[src/rtl/alu_arbiter_pkg.sv]
// Shared definitions for the two-requester ALU arbiter and the ALU it fronts:
// FSM encoding, opcode/status widths and opcode values.
package alu_arbiter_pkg;

   localparam int OPCODE_W = 5;
   localparam int STATUS_W = 5;

   typedef enum logic [1:0] {
      S_IDLE = 2'd0,
      S_EXEC = 2'd1,
      S_RESP = 2'd2
   } state_t;

   localparam logic [OPCODE_W-1:0] OP_ADD = 5'd0;
   localparam logic [OPCODE_W-1:0] OP_SUB = 5'd1;
   localparam logic [OPCODE_W-1:0] OP_AND = 5'd2;
   localparam logic [OPCODE_W-1:0] OP_OR  = 5'd3;
   localparam logic [OPCODE_W-1:0] OP_XOR = 5'd4;

endpackage

[src/rtl/alu_arbiter_if.sv]
// Request/response/ALU signal bundle of the arbiter. The slave modport is the
// arbiter's view; the master modport is the requester-and-ALU environment.
interface alu_arbiter_if
   import alu_arbiter_pkg::*;
#(
   parameter int P_WIDTH = 16
);

   logic                I_REQ0_VALID;
   logic                I_REQ1_VALID;
   logic                O_REQ0_READY;
   logic                O_REQ1_READY;
   logic [OPCODE_W-1:0] I_REQ0_OPCODE;
   logic [OPCODE_W-1:0] I_REQ1_OPCODE;
   logic [P_WIDTH-1:0]  I_REQ0_A;
   logic [P_WIDTH-1:0]  I_REQ1_A;
   logic [P_WIDTH-1:0]  I_REQ0_B;
   logic [P_WIDTH-1:0]  I_REQ1_B;

   logic                O_RSP0_VALID;
   logic                O_RSP1_VALID;
   logic                I_RSP0_READY;
   logic                I_RSP1_READY;
   logic [P_WIDTH-1:0]  O_RSP0_C;
   logic [P_WIDTH-1:0]  O_RSP1_C;
   logic [STATUS_W-1:0] O_RSP0_STATUS;
   logic [STATUS_W-1:0] O_RSP1_STATUS;

   logic [OPCODE_W-1:0] O_ALU_OPCODE;
   logic [P_WIDTH-1:0]  O_ALU_A;
   logic [P_WIDTH-1:0]  O_ALU_B;
   logic [P_WIDTH-1:0]  I_ALU_C;
   logic [STATUS_W-1:0] I_ALU_STATUS;

   logic                O_BUSY;

   modport slave (
      input  I_REQ0_VALID, I_REQ1_VALID,
      input  I_REQ0_OPCODE, I_REQ1_OPCODE, I_REQ0_A, I_REQ1_A, I_REQ0_B, I_REQ1_B,
      output O_REQ0_READY, O_REQ1_READY,
      output O_RSP0_VALID, O_RSP1_VALID,
      input  I_RSP0_READY, I_RSP1_READY,
      output O_RSP0_C, O_RSP1_C, O_RSP0_STATUS, O_RSP1_STATUS,
      output O_ALU_OPCODE, O_ALU_A, O_ALU_B,
      input  I_ALU_C, I_ALU_STATUS,
      output O_BUSY
   );

   modport master (
      output I_REQ0_VALID, I_REQ1_VALID,
      output I_REQ0_OPCODE, I_REQ1_OPCODE, I_REQ0_A, I_REQ1_A, I_REQ0_B, I_REQ1_B,
      input  O_REQ0_READY, O_REQ1_READY,
      input  O_RSP0_VALID, O_RSP1_VALID,
      output I_RSP0_READY, I_RSP1_READY,
      input  O_RSP0_C, O_RSP1_C, O_RSP0_STATUS, O_RSP1_STATUS,
      input  O_ALU_OPCODE, O_ALU_A, O_ALU_B,
      output I_ALU_C, I_ALU_STATUS,
      input  O_BUSY
   );

endinterface

[src/rtl/alu_arbiter_rr.sv]
// Two-way round-robin grant: a lone requester wins outright, a tie goes to
// the requester selected by prio_i. Grant is one-hot or zero.
module rr_arbiter_2 (
   input  logic [1:0] valid_i,
   input  logic       prio_i,
   output logic [1:0] grant_o
);

   always_comb begin
      grant_o = valid_i;
      if (valid_i == 2'b11) begin
         grant_o = prio_i ? 2'b10 : 2'b01;
      end
   end

endmodule

[src/rtl/alu_arbiter.sv]
// Shares one combinational ALU between two requesters: accept in S_IDLE,
// drive the ALU for one cycle in S_EXEC, hold the result in S_RESP.
module alu_arbiter
   import alu_arbiter_pkg::*;
#(
   parameter int P_WIDTH = 16
) (
   input  logic         I_CLK,
   input  logic         I_RESET,
   alu_arbiter_if.slave bus
);

   state_t              state_q,  state_d;
   logic                prio_q,   prio_d;
   logic                owner_q,  owner_d;
   logic [OPCODE_W-1:0] opcode_q, opcode_d;
   logic [P_WIDTH-1:0]  a_q,      a_d;
   logic [P_WIDTH-1:0]  b_q,      b_d;
   logic [P_WIDTH-1:0]  c_q,      c_d;
   logic [STATUS_W-1:0] status_q, status_d;

   logic [1:0] req_valid;
   logic [1:0] req_ready;
   logic [1:0] rsp_ready;
   logic [1:0] rsp_valid;
   logic [1:0] grant;

   assign req_valid = {bus.I_REQ1_VALID, bus.I_REQ0_VALID};
   assign rsp_ready = {bus.I_RSP1_READY, bus.I_RSP0_READY};

   rr_arbiter_2 u_rr_arbiter_2 (
      .valid_i (req_valid),
      .prio_i  (prio_q),
      .grant_o (grant)
   );

   // Grant is a subset of valid, so any grant bit in S_IDLE is an accept.
   always_comb begin
      state_d   = state_q;
      prio_d    = prio_q;
      owner_d   = owner_q;
      opcode_d  = opcode_q;
      a_d       = a_q;
      b_d       = b_q;
      c_d       = c_q;
      status_d  = status_q;
      req_ready = 2'b00;
      rsp_valid = 2'b00;

      unique case (state_q)
         S_IDLE: begin
            req_ready = grant;
            if (grant != 2'b00) begin
               owner_d  = grant[1];
               prio_d   = ~grant[1];
               opcode_d = grant[1] ? bus.I_REQ1_OPCODE : bus.I_REQ0_OPCODE;
               a_d      = grant[1] ? bus.I_REQ1_A      : bus.I_REQ0_A;
               b_d      = grant[1] ? bus.I_REQ1_B      : bus.I_REQ0_B;
               state_d  = S_EXEC;
            end
         end
         S_EXEC: begin
            c_d      = bus.I_ALU_C;
            status_d = bus.I_ALU_STATUS;
            state_d  = S_RESP;
         end
         S_RESP: begin
            rsp_valid[owner_q] = 1'b1;
            if (rsp_ready[owner_q]) begin
               state_d = S_IDLE;
            end
         end
         default: begin
            state_d = S_IDLE;
         end
      endcase
   end

   always_ff @(posedge I_CLK) begin
      if (I_RESET) begin
         state_q  <= S_IDLE;
         prio_q   <= 1'b0;
         owner_q  <= 1'b0;
         opcode_q <= '0;
         a_q      <= '0;
         b_q      <= '0;
         c_q      <= '0;
         status_q <= '0;
      end else begin
         state_q  <= state_d;
         prio_q   <= prio_d;
         owner_q  <= owner_d;
         opcode_q <= opcode_d;
         a_q      <= a_d;
         b_q      <= b_d;
         c_q      <= c_d;
         status_q <= status_d;
      end
   end

   // The ALU sees the last accepted operands at all times, not only in S_EXEC.
   assign bus.O_ALU_OPCODE  = opcode_q;
   assign bus.O_ALU_A       = a_q;
   assign bus.O_ALU_B       = b_q;

   assign bus.O_REQ0_READY  = req_ready[0];
   assign bus.O_REQ1_READY  = req_ready[1];
   assign bus.O_RSP0_VALID  = rsp_valid[0];
   assign bus.O_RSP1_VALID  = rsp_valid[1];
   assign bus.O_RSP0_C      = c_q;
   assign bus.O_RSP1_C      = c_q;
   assign bus.O_RSP0_STATUS = status_q;
   assign bus.O_RSP1_STATUS = status_q;
   assign bus.O_BUSY        = (state_q != S_IDLE);

endmodule

[src/flat_wrapper.sv]
// flat-port wrapper written by rule: the top's interface ports become plain ports
module alu_arbiter_flat import alu_arbiter_pkg::*;
#(
   parameter int P_WIDTH = 16
)
  (I_CLK, I_RESET, bus_I_REQ0_VALID, bus_I_REQ1_VALID, bus_I_REQ0_OPCODE, bus_I_REQ1_OPCODE, bus_I_REQ0_A, bus_I_REQ1_A, bus_I_REQ0_B, bus_I_REQ1_B, bus_O_REQ0_READY, bus_O_REQ1_READY, bus_O_RSP0_VALID, bus_O_RSP1_VALID, bus_I_RSP0_READY, bus_I_RSP1_READY, bus_O_RSP0_C, bus_O_RSP1_C, bus_O_RSP0_STATUS, bus_O_RSP1_STATUS, bus_O_ALU_OPCODE, bus_O_ALU_A, bus_O_ALU_B, bus_I_ALU_C, bus_I_ALU_STATUS, bus_O_BUSY);
  alu_arbiter_if #(.P_WIDTH(P_WIDTH)) bus_i ();
  input  logic I_CLK;
  input  logic I_RESET;
  input wire logic [$bits(bus_i.I_REQ0_VALID)-1:0] bus_I_REQ0_VALID;
  input wire logic [$bits(bus_i.I_REQ1_VALID)-1:0] bus_I_REQ1_VALID;
  input wire logic [$bits(bus_i.I_REQ0_OPCODE)-1:0] bus_I_REQ0_OPCODE;
  input wire logic [$bits(bus_i.I_REQ1_OPCODE)-1:0] bus_I_REQ1_OPCODE;
  input wire logic [$bits(bus_i.I_REQ0_A)-1:0] bus_I_REQ0_A;
  input wire logic [$bits(bus_i.I_REQ1_A)-1:0] bus_I_REQ1_A;
  input wire logic [$bits(bus_i.I_REQ0_B)-1:0] bus_I_REQ0_B;
  input wire logic [$bits(bus_i.I_REQ1_B)-1:0] bus_I_REQ1_B;
  output wire logic [$bits(bus_i.O_REQ0_READY)-1:0] bus_O_REQ0_READY;
  output wire logic [$bits(bus_i.O_REQ1_READY)-1:0] bus_O_REQ1_READY;
  output wire logic [$bits(bus_i.O_RSP0_VALID)-1:0] bus_O_RSP0_VALID;
  output wire logic [$bits(bus_i.O_RSP1_VALID)-1:0] bus_O_RSP1_VALID;
  input wire logic [$bits(bus_i.I_RSP0_READY)-1:0] bus_I_RSP0_READY;
  input wire logic [$bits(bus_i.I_RSP1_READY)-1:0] bus_I_RSP1_READY;
  output wire logic [$bits(bus_i.O_RSP0_C)-1:0] bus_O_RSP0_C;
  output wire logic [$bits(bus_i.O_RSP1_C)-1:0] bus_O_RSP1_C;
  output wire logic [$bits(bus_i.O_RSP0_STATUS)-1:0] bus_O_RSP0_STATUS;
  output wire logic [$bits(bus_i.O_RSP1_STATUS)-1:0] bus_O_RSP1_STATUS;
  output wire logic [$bits(bus_i.O_ALU_OPCODE)-1:0] bus_O_ALU_OPCODE;
  output wire logic [$bits(bus_i.O_ALU_A)-1:0] bus_O_ALU_A;
  output wire logic [$bits(bus_i.O_ALU_B)-1:0] bus_O_ALU_B;
  input wire logic [$bits(bus_i.I_ALU_C)-1:0] bus_I_ALU_C;
  input wire logic [$bits(bus_i.I_ALU_STATUS)-1:0] bus_I_ALU_STATUS;
  output wire logic [$bits(bus_i.O_BUSY)-1:0] bus_O_BUSY;
  assign bus_i.I_REQ0_VALID = bus_I_REQ0_VALID;
  assign bus_i.I_REQ1_VALID = bus_I_REQ1_VALID;
  assign bus_i.I_REQ0_OPCODE = bus_I_REQ0_OPCODE;
  assign bus_i.I_REQ1_OPCODE = bus_I_REQ1_OPCODE;
  assign bus_i.I_REQ0_A = bus_I_REQ0_A;
  assign bus_i.I_REQ1_A = bus_I_REQ1_A;
  assign bus_i.I_REQ0_B = bus_I_REQ0_B;
  assign bus_i.I_REQ1_B = bus_I_REQ1_B;
  assign bus_O_REQ0_READY = bus_i.O_REQ0_READY;
  assign bus_O_REQ1_READY = bus_i.O_REQ1_READY;
  assign bus_O_RSP0_VALID = bus_i.O_RSP0_VALID;
  assign bus_O_RSP1_VALID = bus_i.O_RSP1_VALID;
  assign bus_i.I_RSP0_READY = bus_I_RSP0_READY;
  assign bus_i.I_RSP1_READY = bus_I_RSP1_READY;
  assign bus_O_RSP0_C = bus_i.O_RSP0_C;
  assign bus_O_RSP1_C = bus_i.O_RSP1_C;
  assign bus_O_RSP0_STATUS = bus_i.O_RSP0_STATUS;
  assign bus_O_RSP1_STATUS = bus_i.O_RSP1_STATUS;
  assign bus_O_ALU_OPCODE = bus_i.O_ALU_OPCODE;
  assign bus_O_ALU_A = bus_i.O_ALU_A;
  assign bus_O_ALU_B = bus_i.O_ALU_B;
  assign bus_i.I_ALU_C = bus_I_ALU_C;
  assign bus_i.I_ALU_STATUS = bus_I_ALU_STATUS;
  assign bus_O_BUSY = bus_i.O_BUSY;
  alu_arbiter #(.P_WIDTH(P_WIDTH)) u_core (.I_CLK(I_CLK), .I_RESET(I_RESET), .bus(bus_i));
endmodule
[config.mk]
export PLATFORM = sky130hd
export DESIGN_NAME = alu_arbiter_flat
export DESIGN_NICKNAME = d
export VERILOG_FILES = /design/src/rtl/alu_arbiter_pkg.sv /design/src/rtl/alu_arbiter_if.sv /design/src/rtl/alu_arbiter_rr.sv /design/src/rtl/alu_arbiter.sv /design/src/flat_wrapper.sv
export SDC_FILE = /design/constraint.sdc
export NUM_CORES = 1
export LEC_CHECK = 0
export BUFFER_PORTS_ARGS = -buffer_cell sky130_fd_sc_hd__buf_2
export CAP_MARGIN = 10
export CORE_UTILIZATION = 47
export CTS_CLUSTER_DIAMETER = 200
export DETAILED_ROUTE_END_ITERATION = 16
export PLACE_DENSITY = 0.95
export SYNTH_ARGS = -nofsm -noshare
export SYNTH_HDL_FRONTEND = slang
export SYNTH_SLANG_ARGS = --single-unit
[constraint.sdc]
create_clock -name I_CLK -period 2.5 [get_ports I_CLK]
set_input_delay 0 -clock I_CLK [delete_from_list [all_inputs] [get_ports I_CLK]]
set_output_delay 0 -clock I_CLK [all_outputs]
set_load 0.02 [all_outputs]
# After elaboration in Yosys (flattened, before gate mapping)

Index checks and enable logic that the tools add are counted.

Flip-flop bits (word level): 62
Logic and storage cells: 36

Mux-type cells: 14
Reduce and logical (&&, ||, !) cells: 6
Order comparisons: 2
Equality and inequality tests: 5
Bitwise gates (word level): 1

Operators with widths:

| kind                 | number |
|---|---|
| $mux W16             | 2 |
| $mux W2              | 6 |
| $pmux W2 S3          | 1 |
| $mux W5              | 1 |
| $eq A2 B2 Y1 const B | 2 |
| $ne A2 B1 Y1 const B | 2 |
| $reduce_and A2 Y1    | 2 |
| $reduce_bool A2 Y1   | 2 |
| $mux W1              | 3 |
| $eq A2 B1 Y1 const B | 1 |
| $logic_not A2 Y1     | 1 |
| $lt A1 B2 Y1 const B | 1 |
| $demux W1 S1         | 1 |
| $ge A1 B1 Y1 const B | 1 |
| $logic_and A1 B1 Y1  | 1 |
| $not A1 Y1           | 1 |

# Logic depth before layout (Yosys ltp)

Gate-level depths: netlist (run 1).

Word-level depth: 5
Depth in mapped cells: 6

# Hierarchy

A second synthesis (run 1) with hierarchy kept.

Cell total of the unflattened synthesis: 333
Area, all modules: 2803.9 sq um

Modules (own cells, without submodules):

| module       | seq. area each (sq um) | instances | area each (sq um) | cells an instance |
|---|---|---|---|---|
| alu_arbiter  | 1241.2                 | 1         | 2785.2            | 330 |
| rr_arbiter_2 | 0.0                    | 1         | 18.8              | 3 |

# Worst setup path before layout (run 1)

OpenSTA, ideal clock, no wires.

Kind: reg-to-output
Start point: register u_core.state_q[1]
End point: output bus_O_REQ1_READY
Stages on the path, launching flop included: 5
Setup slack: 1.078 ns
Data arrival time: 1.422 ns
Cells stage by stage: dfxtp_1 nor2_1 buf_2 inv_1 nor3_1

Word-level cells in the longest chain between the ends: 2

Ends and longest elaborated chain:

| item                     | RTL line           | text |
|---|---|---|
| start: declaration       | alu_arbiter.sv:13  | `state_t state_q, state_d;` |
| start signal: assignment | alu_arbiter.sv:90  | `state_q <= state_d;` |
| $logic_not A2 Y1         | alu_arbiter.sv:50  | `unique case (state_q)` |
| $mux W2                  | alu_arbiter.sv:50  |  |
| end: declaration         | flat_wrapper.sv:19 | `output wire logic [$bits(bus_i.O_REQ1_READY)-1:0] bus_O_REQ1_READY;` |

No other way between the ends.

# Worst setup path after layout (run 1)

Start point: register u_core.state_q[1]
End point: register u_core.b_q[11] (netlist: u_core.bus.O_ALU_B[11])

Word-level cells in the longest chain between the ends: 2

Ends and longest elaborated chain:

| item                               | RTL line          | text |
|---|---|---|
| $logic_not A2 Y1                   | alu_arbiter.sv:50 |  |
| $reduce_and A2 Y1 (no source line) | --                |  |
| end signal: assignment             | alu_arbiter.sv:86 | `b_q <= '0;` |
| end signal: assignment             | alu_arbiter.sv:95 | `b_q <= b_d;` |
| end: declaration                   | alu_arbiter.sv:18 | `logic [P_WIDTH-1:0] b_q, b_d;` |

No other way between the ends.
A chain may end at the register's enable or synchronous reset.

==> flow_metrics.env, run 1 <==
export IMPL_grt_usage=0.397
export IMPL_fin_nets=692
export IMPL_antenna_found_initial=0
export IMPL_synth_top_area_cell="dfxtp_1"
export IMPL_start_util=0.498
export IMPL_post_route_drc_count=0
export IMPL_grtUsageMet3=0.181
export IMPL_arrival_ns=2.51
export IMPL_synthAdderAreaFrac=0
export IMPL_gp_congestion=0.771
export IMPL_rsz0062_at_grt="no"
export IMPL_max_stage_delay_ns=0.62
export IMPL_clock_power_share=0.332
export IMPL_crit_slowest_cell="dlygate4sd3_1"
export IMPL_row_count=28
export IMPL_syn_area_per_cell_um2=8.47
export IMPL_worst_setup_path_start_kind="register"
export IMPL_hold_viol_final=0
export IMPL_cts_root_buf="clkbuf_8"
export IMPL_synth_seq_cells=62
export IMPL_wl_per_cell_um=18.8
export IMPL_cap_violations=0
export IMPL_ys_flop_type="dfxtp_1"
export IMPL_slew_viol_final=0
export IMPL_tns_ns=0
export IMPL_core_um2=6060
export IMPL_ios=185
export IMPL_peakVddDrop_uv=405
export IMPL_worstMarginPinSlew_ns=0.850
export IMPL_dr_pass1_iters=5
export IMPL_viasPerCell=5.91
export IMPL_use_met2=0.662
export IMPL_p_int_mw=2.18
export IMPL_stdcell_count=671
export IMPL_area_growth_pct=62.6
export IMPL_leakage_nw=2.26
export IMPL_finClkSkew_ns=0.00565
export IMPL_vias=3963
export IMPL_layout_drive_gt1_share=0.386
export IMPL_synth_mux_area_frac=0.00332
export IMPL_fp_dieH_um=82.1
export IMPL_cts_tree="yes"
export IMPL_synthArstFlopShare=0
export IMPL_fin_crit_ns=2.29
export IMPL_fillers=343
export IMPL_synth_top_family_by_area="compound AO/OA/AOI/OAI gates"
export IMPL_yosysWarnings=0
export IMPL_seqPwrFrac=0.362
export IMPL_n_antenna_cell=0
export IMPL_p_total_mw=3.23
export IMPL_final_period_utilization=0.916
export IMPL_insertion_delay_ns=0.34
export IMPL_comb_power_share=0.306
export IMPL_crit_type="register to register"
export IMPL_synthSimpleGateAreaFrac=0.146
export IMPL_drt_iter0_drc=417
export IMPL_p_sw_frac=0.325
export IMPL_grt_ovfl_total=0
export IMPL_clock_sinks=62
export IMPL_grt_max_degree=63
export IMPL_wirelength_mm=12.6
export IMPL_die_width_um=82.1
export IMPL_clk_pin_slew_worst_paths_ns=0.07
export IMPL_worst_path_buf_inv=1
export IMPL_cp_max_fo=38
export IMPL_numPortBuffers=184
export IMPL_required_ns=2.72
export IMPL_power_density_nw_per_um2=658
export IMPL_ctsResizeCount=0
export IMPL_clockBufferDepth=2
export IMPL_grtUsageMet1=0.391
export IMPL_grt_pass1_wl_mm=19.7
export IMPL_synth_compound_area_frac=0.315
export IMPL_fmax_mhz=437
export IMPL_path_cells="nor2_4 -> and2_4 -> a311oi_1 -> dlygate4sd3_1"
export IMPL_dieArea_um2=6740
export IMPL_post_place_cells=561
export IMPL_yosysSeqAreaShare=0.411
export IMPL_syn_area_um2=3020
export IMPL_synth_edf_count=0
export IMPL_yosysTopAreaCellShare=0.411
export IMPL_ys_top_cells_by_area="dfxtp_1 41%, a21oi_1 10%, a311oi_2 9.5%"
export IMPL_grt_pass1_vias=4027
export IMPL_dp_hpwl_mm=6.03
export IMPL_postCtsSetupBuffers=0
export IMPL_synthTopCellsByCount="62 x dfxtp_1, 61 x a21oi_1, 42 x nand2_1"
export IMPL_grt_busiest_layer="met2"
export IMPL_synth_xor_area_frac=0
export IMPL_setup_viol=0
export IMPL_post_synth_top_count_cell="dfxtp_1"
export IMPL_min_delay_path_class="input port to register"
export IMPL_status="completed"
export IMPL_cts_htree_levels=3
export IMPL_cp_top_family="simple AND/OR/NAND/NOR gates"
export IMPL_synth_cell_types=27
export IMPL_end_kind="register"
export IMPL_numCtsBuffers=9
export IMPL_ant_nets=0
export IMPL_power_switching_mw=1.05
export IMPL_synth_nets=457
export IMPL_max_slew_margin=0.434
export IMPL_postSynthCellCount=356
==> layout make-up <==
| type | instances | area (um2) | area share |
|---|---|---|---|
| Timing Repair Buffer | 285 | 1910 | 0.390 |
| Inverter | 2 | 7.51 | 0.00153 |
| Tap cell | 75 | 93.8 | 0.0191 |
| Sequential cell | 62 | 1240 | 0.253 |
| Clock inverter | 6 | 110 | 0.0224 |
| Clock buffer | 10 | 128 | 0.0260 |
| Multi-Input combinational cell | 231 | 1410 | 0.287 |
==> final timing paths <==
| path | start | endpoint | slack (ns) | depth (start not counted) |
|---|---|---|---|---|
| setup / recovery | u_core.state_q[1] | u_core.bus.O_ALU_B[11] | 0.21 | 4 |
| hold / removal | bus_I_REQ0_A[8] | u_core.bus.O_ALU_A[8] | 0.01 | 3 |
| setup reg to reg | u_core.state_q[1] | u_core.bus.O_ALU_B[11] | 0.21 | 4 |
| hold reg to reg | u_core.bus.O_RSP0_C[2] | u_core.bus.O_RSP0_C[2] | 0.47 | 2 |
==> routing by layer <==
layer | part of all wire | up-vias | routed length (um)
li1 | - | 1747 | -
met1 | 0.34 | 1813 | 4320
met2 | 0.50 | 329 | 6310
met3 | 0.11 | 74 | 1390
met4 | 0.047 | 0 | 591
met5 | 0 | - | 0
==> cell usage in the layout, fill, tap and decap left out, types with 2 or more instances in the layout <==
cell / n
clkinvlp_4: 2
a21oi_1: 61
dfxtp_1: 62
a311oi_1: 19
clkbuf_8: 9
nand2_1: 42
buf_4: 7
o21ai_0: 36
dlygate4sd3_1: 94
bufinv_16: 3
nand2b_1: 2
nand3_1: 37
a311oi_2: 19
buf_2: 184
nor2b_1: 2
==> worst min-delay path, stage by stage <==
cell	delay, ns
buf_2	0.09
o21ai_0	0.10
a311oi_2	0.11
==> power by group through the flow <==
stage	clock network [mW]	logic, mW	registers, mW
after CTS	1.07	0.934	1.16
after detailed placement	0	0.769	1.18
after global routing	1.12	1.06	1.18
final	1.07	0.985	1.17
after floorplan	0	0.432	1.29
after global placement	0	0.749	1.18
==> flip-flops by register name, summed over array words and instances, names as in the netlist <==
name                      count
u_core.owner_q                1
u_core.state_q                2
u_core.bus.O_ALU_OPCODE       5
u_core.bus.O_ALU_A           16
u_core.bus.O_RSP0_C          16
u_core.prio_q                 1
u_core.bus.O_RSP0_STATUS      5
u_core.bus.O_ALU_B           16
==> cells by family (layout without fill, tap and decap cells) <==
kind of cell,Yosys count,in the layout
compound gates,137,137
simple gates,93,93
buf+inv,63,303
flops,62,62
mux,1,1
==> through the flow <==
| stage | setup WS (ns) | hold slack (ns) | util | area, um2 |
|---|---|---|---|---|
| floorplan | 1.08 | 0.136 | - | 3020 |
| global placement | 0.910 | 0.244 | 0.615 | 3730 |
| detailed placement | 0.839 | 0.244 | 0.615 | 3730 |
| CTS | 0.283 | 0.000977 | 0.809 | 4900 |
| global route | 0.0984 | 0.0255 | 0.809 | 4900 |
| finish | 0.210 | 0.0144 | 0.809 | 4900 |
==> what timing repair did <==
action,in CTS,in global routing
hold buffers,94,0
endpoints found under the setup margin,0,0
endpoints found under the hold margin,60,0
Power figures use the tool's default switching activity.
==> inputs of run 2 (changes only) <==
CORE_UTILIZATION = 45   (was 47)
SYNTH_HIERARCHICAL = 1   (was unset)
==> flow_metrics.env, run 2 <==
export IMPL_crit_type="register to output pin"
export IMPL_rsz0062_at_grt="no"
export IMPL_postCtsSetupBuffers=0
export IMPL_yosysSeqAreaShare=0.443
export IMPL_max_stage_delay_ns=0.51
export IMPL_cts_htree_levels=3
export IMPL_ys_top_cells_by_area="dfxtp_1 44%, nand2_1 12%, a21oi_1 7.0%"
export IMPL_post_place_cells=549
export IMPL_setup_viol=0
export IMPL_insertion_delay_ns=0.32
export IMPL_postSynthCellCount=333
export IMPL_hold_depth=4
export IMPL_synthTopCellsByCount="87 x nand2_1, 62 x dfxtp_1, 39 x a21oi_1"
export IMPL_grt_usage=0.242
export IMPL_layout_common_cells="184 x buf_2, 87 x nand2_1, 62 x dfxtp_1"
export IMPL_required_ns=2.50
export IMPL_hold_end="u_core/bus.O_ALU_B[2]"
export IMPL_row_count=28
export IMPL_grt_pass1_wl_mm=12.1
export IMPL_dp_slack_ns=0.730
export IMPL_grt_pass1_vias=2806
export IMPL_slew_viol_final=0
export IMPL_numPortBuffers=184
export IMPL_worst_path_buf_inv=4
export IMPL_post_route_drc_count=0
export IMPL_hp_start="bus_I_REQ1_B[2]"
export IMPL_yosysTopAreaCellShare=0.443
export IMPL_syn_area_um2=2800
export IMPL_worst_setup_path_start_kind="register"
export IMPL_drt_iter0_drc=61
export IMPL_fin_crit_ns=1.86
export IMPL_wl_per_cell_um=13.8
export IMPL_hold_ws_ns=0.0197
export IMPL_syn_area_per_cell_um2=8.42
export IMPL_die_width_um=80.9
export IMPL_grt_ovfl_total=0
export IMPL_p_total_mw=2.65
export IMPL_fillers=468
export IMPL_status="completed"
export IMPL_synth_top_area_cell="dfxtp_1"
export IMPL_r2r_end="u_core/bus.O_ALU_A[7]"
export IMPL_n_antenna_cell=0
export IMPL_ios=185
export IMPL_path_cells="inv_1 -> a21boi_4 -> buf_4 -> nand2_1 -> inv_1 -> buf_2"
export IMPL_viasPerCell=5.01
export IMPL_vias=2983
export IMPL_core_um2=5960
export IMPL_dp_hpwl_mm=5.45
export IMPL_layout_drive_gt1_share=0.421
export IMPL_min_delay_path_class="input port to register"
export IMPL_start_util=0.471
export IMPL_cp_top_family="buffers and inverters"
export IMPL_tns_ns=0
export IMPL_design_area_um2=4060
export IMPL_crit_slowest_cell="buf_4"
export IMPL_end_kind="output pin"
export IMPL_worstMarginPinSlew_ns=0.957
export IMPL_mostFrequentLayoutCell="buf_2"
export IMPL_cap_violations=0
export IMPL_leakage_nw=2.03
export IMPL_numCtsBuffers=9
export IMPL_antenna_found_initial=0
export IMPL_ant_nets=0
export IMPL_reg2reg_slack_ns=0.70
export IMPL_synth_cell_types=25
export IMPL_clk_pin_slew_worst_paths_ns=0.07
export IMPL_synth_seq_cells=62
export IMPL_clockBufferDepth=2
export IMPL_layout_setup_ws_ns=0.636
export IMPL_fin_nets=616
export IMPL_wirelength_mm=8.22
export IMPL_synthArstFlopShare=0
export IMPL_grt_max_degree=61
export IMPL_hold_viol_final=0
export IMPL_gp_congestion=0.739
export IMPL_power_density_nw_per_um2=653
export IMPL_synth_nets=434
export IMPL_utilization=0.681
export IMPL_yosysWarnings=6
export IMPL_peakVddDrop_uv=391
export IMPL_cp_max_fo=60
export IMPL_final_period_utilization=0.746
export IMPL_max_slew_margin=0.362
export IMPL_ys_flop_type="dfxtp_1"
export IMPL_stdcell_count=595
export IMPL_synth_edf_count=0
export IMPL_area_growth_pct=44.7
export IMPL_fmax_mhz=536
export IMPL_crit_path_frequent_cell="inv_1"
export IMPL_dieArea_um2=6550
export IMPL_clock_sinks=62
export IMPL_r2r_start="u_core/prio_q"
export IMPL_post_synth_top_count_cell="nand2_1"
export IMPL_reg2regPathDepth=5
export IMPL_placed_cell_area_um2=3590
export IMPL_fp_dieH_um=80.9
export IMPL_dr_pass1_iters=5
export IMPL_arrival_ns=1.86
export IMPL_cts_tree="yes"
export IMPL_finClkSkew_ns=0.00867
export IMPL_cts_root_buf="clkbuf_8"
-- run 2: layout make-up --
type	instances	area [um2]	area share
Sequential cell	62	1240	0.306
Inverter	4	15.0	0.00370
Clock inverter	4	22.5	0.00555
Multi-Input combinational cell	217	1260	0.312
Timing Repair Buffer	221	1270	0.314
Clock buffer	12	145	0.0358
Tap cell	75	93.8	0.0231
-- run 2: kinds of logic (layout without fill, tap and decap cells) --
group / Yosys count / after routing / synth area share
compound gates: 102 / 102 / 0.246
buf+inv: 54 / 241 / 0.112
simple gates: 99 / 99 / 0.143
mux: 16 / 16 / 0.0571
flops: 62 / 62 / 0.443
-- run 2: timing repair --
action | 4_1_cts | 5_1_grt
endpoints found under the hold margin | 30 | 0
hold buffers | 30 | 0
setup endpoints to repair | 0 | 0
resized for setup | 0 | 0
-- run 2: power breakdown --
part,internal [mW],switching (mW),leakage [nW],total [mW]
logic,0.305,0.458,1.43,0.764
registers,1.09,0.0604,0.510,1.15
clock network,0.382,0.353,0.0861,0.735
-- run 2: per-layer routing --
layer  global-route usage  part of all wire  vias to the layer above
met5                    0                 0                        -
met4                0.120             0.015                        0
met3               0.0562             0.064                        8
met2                0.457              0.53                      125
met1                0.246              0.39                     1370
li1                     -                 -                     1480
-- run 2: worst max path at each step --
stage / cells past startpoint / slack [ns] / endpoint / from
final: 6 / 0.64 / bus_O_REQ1_READY / u_core/prio_q
after detailed placement: 5 / 0.73 / u_core/bus.O_ALU_B[7] / u_core/prio_q
after global placement: 5 / 0.82 / u_core/bus.O_ALU_A[7] / u_core/prio_q
after floorplan: 9 / 0.99 / u_core/bus.O_ALU_A[15] / u_core/prio_q
after global routing: 6 / 0.43 / bus_O_REQ1_READY / u_core/prio_q
after CTS: 6 / 0.61 / bus_O_REQ1_READY / u_core/prio_q
-- run 2: tightest hold or removal path, cell delays in order --
cell     delay, ns
buf_2         0.08
nand2_1       0.04
o21ai_0       0.07
a22o_1        0.12
==> inputs of run 3 (changes only) <==
ABC_AREA = 1   (was unset)
CORE_UTILIZATION = 38   (was 45)
PLACE_DENSITY = 0.87   (was 0.95)
clock period = 1.5 ns   (was 2.5 ns; I/O delays follow)
==> flow_metrics.env, run 3 <==
export IMPL_status="completed"
export IMPL_numPortBuffers=184
export IMPL_r2r_end="u_core/state_q[1]"
export IMPL_finClkSkew_ns=0.0114
export IMPL_synth_edf_count=0
export IMPL_grt_ovfl_total=0
export IMPL_setup_viol=0
export IMPL_cts_root_buf="clkbuf_8"
export IMPL_reg2reg_slack_ns=0.12
export IMPL_dr_pass1_iters=4
export IMPL_syn_area_per_cell_um2=6.61
export IMPL_synth_seq_cells=62
export IMPL_start_util=0.392
export IMPL_area_growth_pct=48.2
export IMPL_yosysWarnings=6
export IMPL_fp_dieH_um=88.5
export IMPL_vias=3337
export IMPL_numCtsBuffers=9
export IMPL_hp_start="bus_I_REQ1_B[7]"
export IMPL_post_synth_top_count_cell="nand2_1"
export IMPL_dp_hpwl_mm=5.66
export IMPL_antenna_found_initial=0
export IMPL_grt_pass1_vias=3096
export IMPL_row_count=31
export IMPL_synthTopCellsByCount="194 x nand2_1, 62 x dfxtp_1, 52 x nor2_1"
export IMPL_cap_violations=0
export IMPL_cts_tree="yes"
export IMPL_reg2regPathDepth=5
export IMPL_fin_crit_ns=1.38
export IMPL_synthArstFlopShare=0
export IMPL_fillers=683
export IMPL_n_antenna_cell=0
export IMPL_mostFrequentLayoutCell="nand2_1"
export IMPL_drt_iter0_drc=148
export IMPL_wl_per_cell_um=11.6
export IMPL_cp_max_fo=3
export IMPL_dp_slack_ns=0.247
export IMPL_worstMarginPinSlew_ns=0.639
export IMPL_ys_top_cells_by_area="dfxtp_1 44%, nand2_1 26%, buf_4 8.7%"
export IMPL_max_slew_margin=0.573
export IMPL_yosysSeqAreaShare=0.437
export IMPL_power_density_nw_per_um2=1090
export IMPL_leakage_nw=2.32
export IMPL_postSynthCellCount=430
export IMPL_arrival_ns=1.64
export IMPL_tns_ns=0
export IMPL_synth_top_area_cell="dfxtp_1"
export IMPL_end_kind="register"
export IMPL_syn_area_um2=2840
export IMPL_clk_pin_slew_worst_paths_ns=0.07
export IMPL_ant_nets=0
export IMPL_synth_cell_types=13
export IMPL_core_um2=7250
export IMPL_hold_end="u_core/bus.O_ALU_B[7]"
export IMPL_synth_nets=531
export IMPL_ios=185
export IMPL_rsz0062_at_grt="no"
export IMPL_min_delay_path_class="input port to register"
export IMPL_grt_usage=0.216
export IMPL_clockBufferDepth=2
export IMPL_final_period_utilization=0.919
export IMPL_hold_depth=5
export IMPL_grt_pass1_wl_mm=12.9
export IMPL_post_route_drc_count=0
export IMPL_layout_setup_ws_ns=0.122
export IMPL_crit_type="register to register"
export IMPL_slew_viol_final=0
export IMPL_die_width_um=88.5
export IMPL_worst_setup_path_start_kind="register"
export IMPL_required_ns=1.76
export IMPL_layout_common_cells="193 x nand2_1, 184 x buf_2, 62 x dfxtp_1"
export IMPL_cts_htree_levels=3
export IMPL_gp_congestion=0.805
export IMPL_hold_ws_ns=0.0126
export IMPL_fin_nets=722
export IMPL_fmax_mhz=725
export IMPL_viasPerCell=4.60
export IMPL_grt_max_degree=41
export IMPL_layout_drive_gt1_share=0.343
export IMPL_ys_flop_type="dfxtp_1"
export IMPL_yosysTopAreaCellShare=0.437
export IMPL_peakVddDrop_uv=499
export IMPL_wirelength_mm=8.38
export IMPL_placed_cell_area_um2=3670
export IMPL_design_area_um2=4210
export IMPL_hold_viol_final=0
export IMPL_clock_sinks=62
export IMPL_dieArea_um2=7830
export IMPL_insertion_delay_ns=0.33
export IMPL_r2r_start="u_core/state_q[1]"
==> run 3: cell families (layout without fill, tap and decap cells) <==
family                 after synthesis  count (layout)  synth area share
AOI/OAI and AO/OA                   61              61             0.107
buffers and inverters               57             253             0.121
DFF                                 62              62             0.437
and+or+nand+nor                    250             250             0.335
==> run 3: cell type report <==
cell class | instances | area, um2 | area share
inverter | 10 | 37.5 | 0.00891
clock buffer | 13 | 169 | 0.0401
timing repair buffer | 227 | 1360 | 0.323
multi-input combinational | 311 | 1260 | 0.299
clock inverter | 3 | 17.5 | 0.00416
tap | 99 | 124 | 0.0294
sequential | 62 | 1240 | 0.295
==> run 3: what timing repair did <==
item	in CTS	in global routing
setup buffers	0	2
resized for setup	1	4
setup endpoints to repair	1	2
endpoints found under the hold margin	29	0
pin swaps	0	1
hold buffers	32	0
==> run 3: worst max path at each step <==
stage	start	end	slack, ns	depth (start not counted)
floorplan	u_core/prio_q	u_core/bus.O_ALU_A[10]	0.30	9
global placement	u_core/prio_q	u_core/bus.O_ALU_A[7]	0.31	7
detailed placement	u_core/prio_q	u_core/bus.O_ALU_B[11]	0.25	8
CTS	u_core/prio_q	bus_O_REQ1_READY	0.01	6
global route	u_core/state_q[1]	u_core/state_q[1]	0.03	5
finish	u_core/state_q[1]	u_core/state_q[1]	0.12	5
==> run 3: power breakdown <==
part / internal [mW] / switching [mW] / leakage (nW)
Clock: 0.730 / 0.608 / 0.0954
Sequential: 1.82 / 0.0991 / 0.510
Combinational: 0.519 / 0.825 / 1.72
==> run 3: through the flow <==
stage	power, mW	utilization	instances
4_1_cts	4.63	0.577	723
5_1_grt	4.90	0.581	725
3_5_place_dp	3.22	0.506	675
3_3_place_gp	3.18	0.506	675
2_1_floorplan	2.82	-	430
6_report	4.60	0.581	725
==> run 3: worst max-delay path, cell delays in order, from the launching register on <==
cell	delay [ns]
dfxtp_1	0.35
inv_1	0.08
nor2_2	0.11
nand3_1	0.07
dlygate4sd3_1	0.57
a21oi_1	0.13
==> run 3: per-layer routing <==
metal  GRT usage  part of all wire
met5           0                 0
met4      0.0953             0.023
met3      0.0644             0.062
met2       0.416              0.53
met1       0.210              0.39
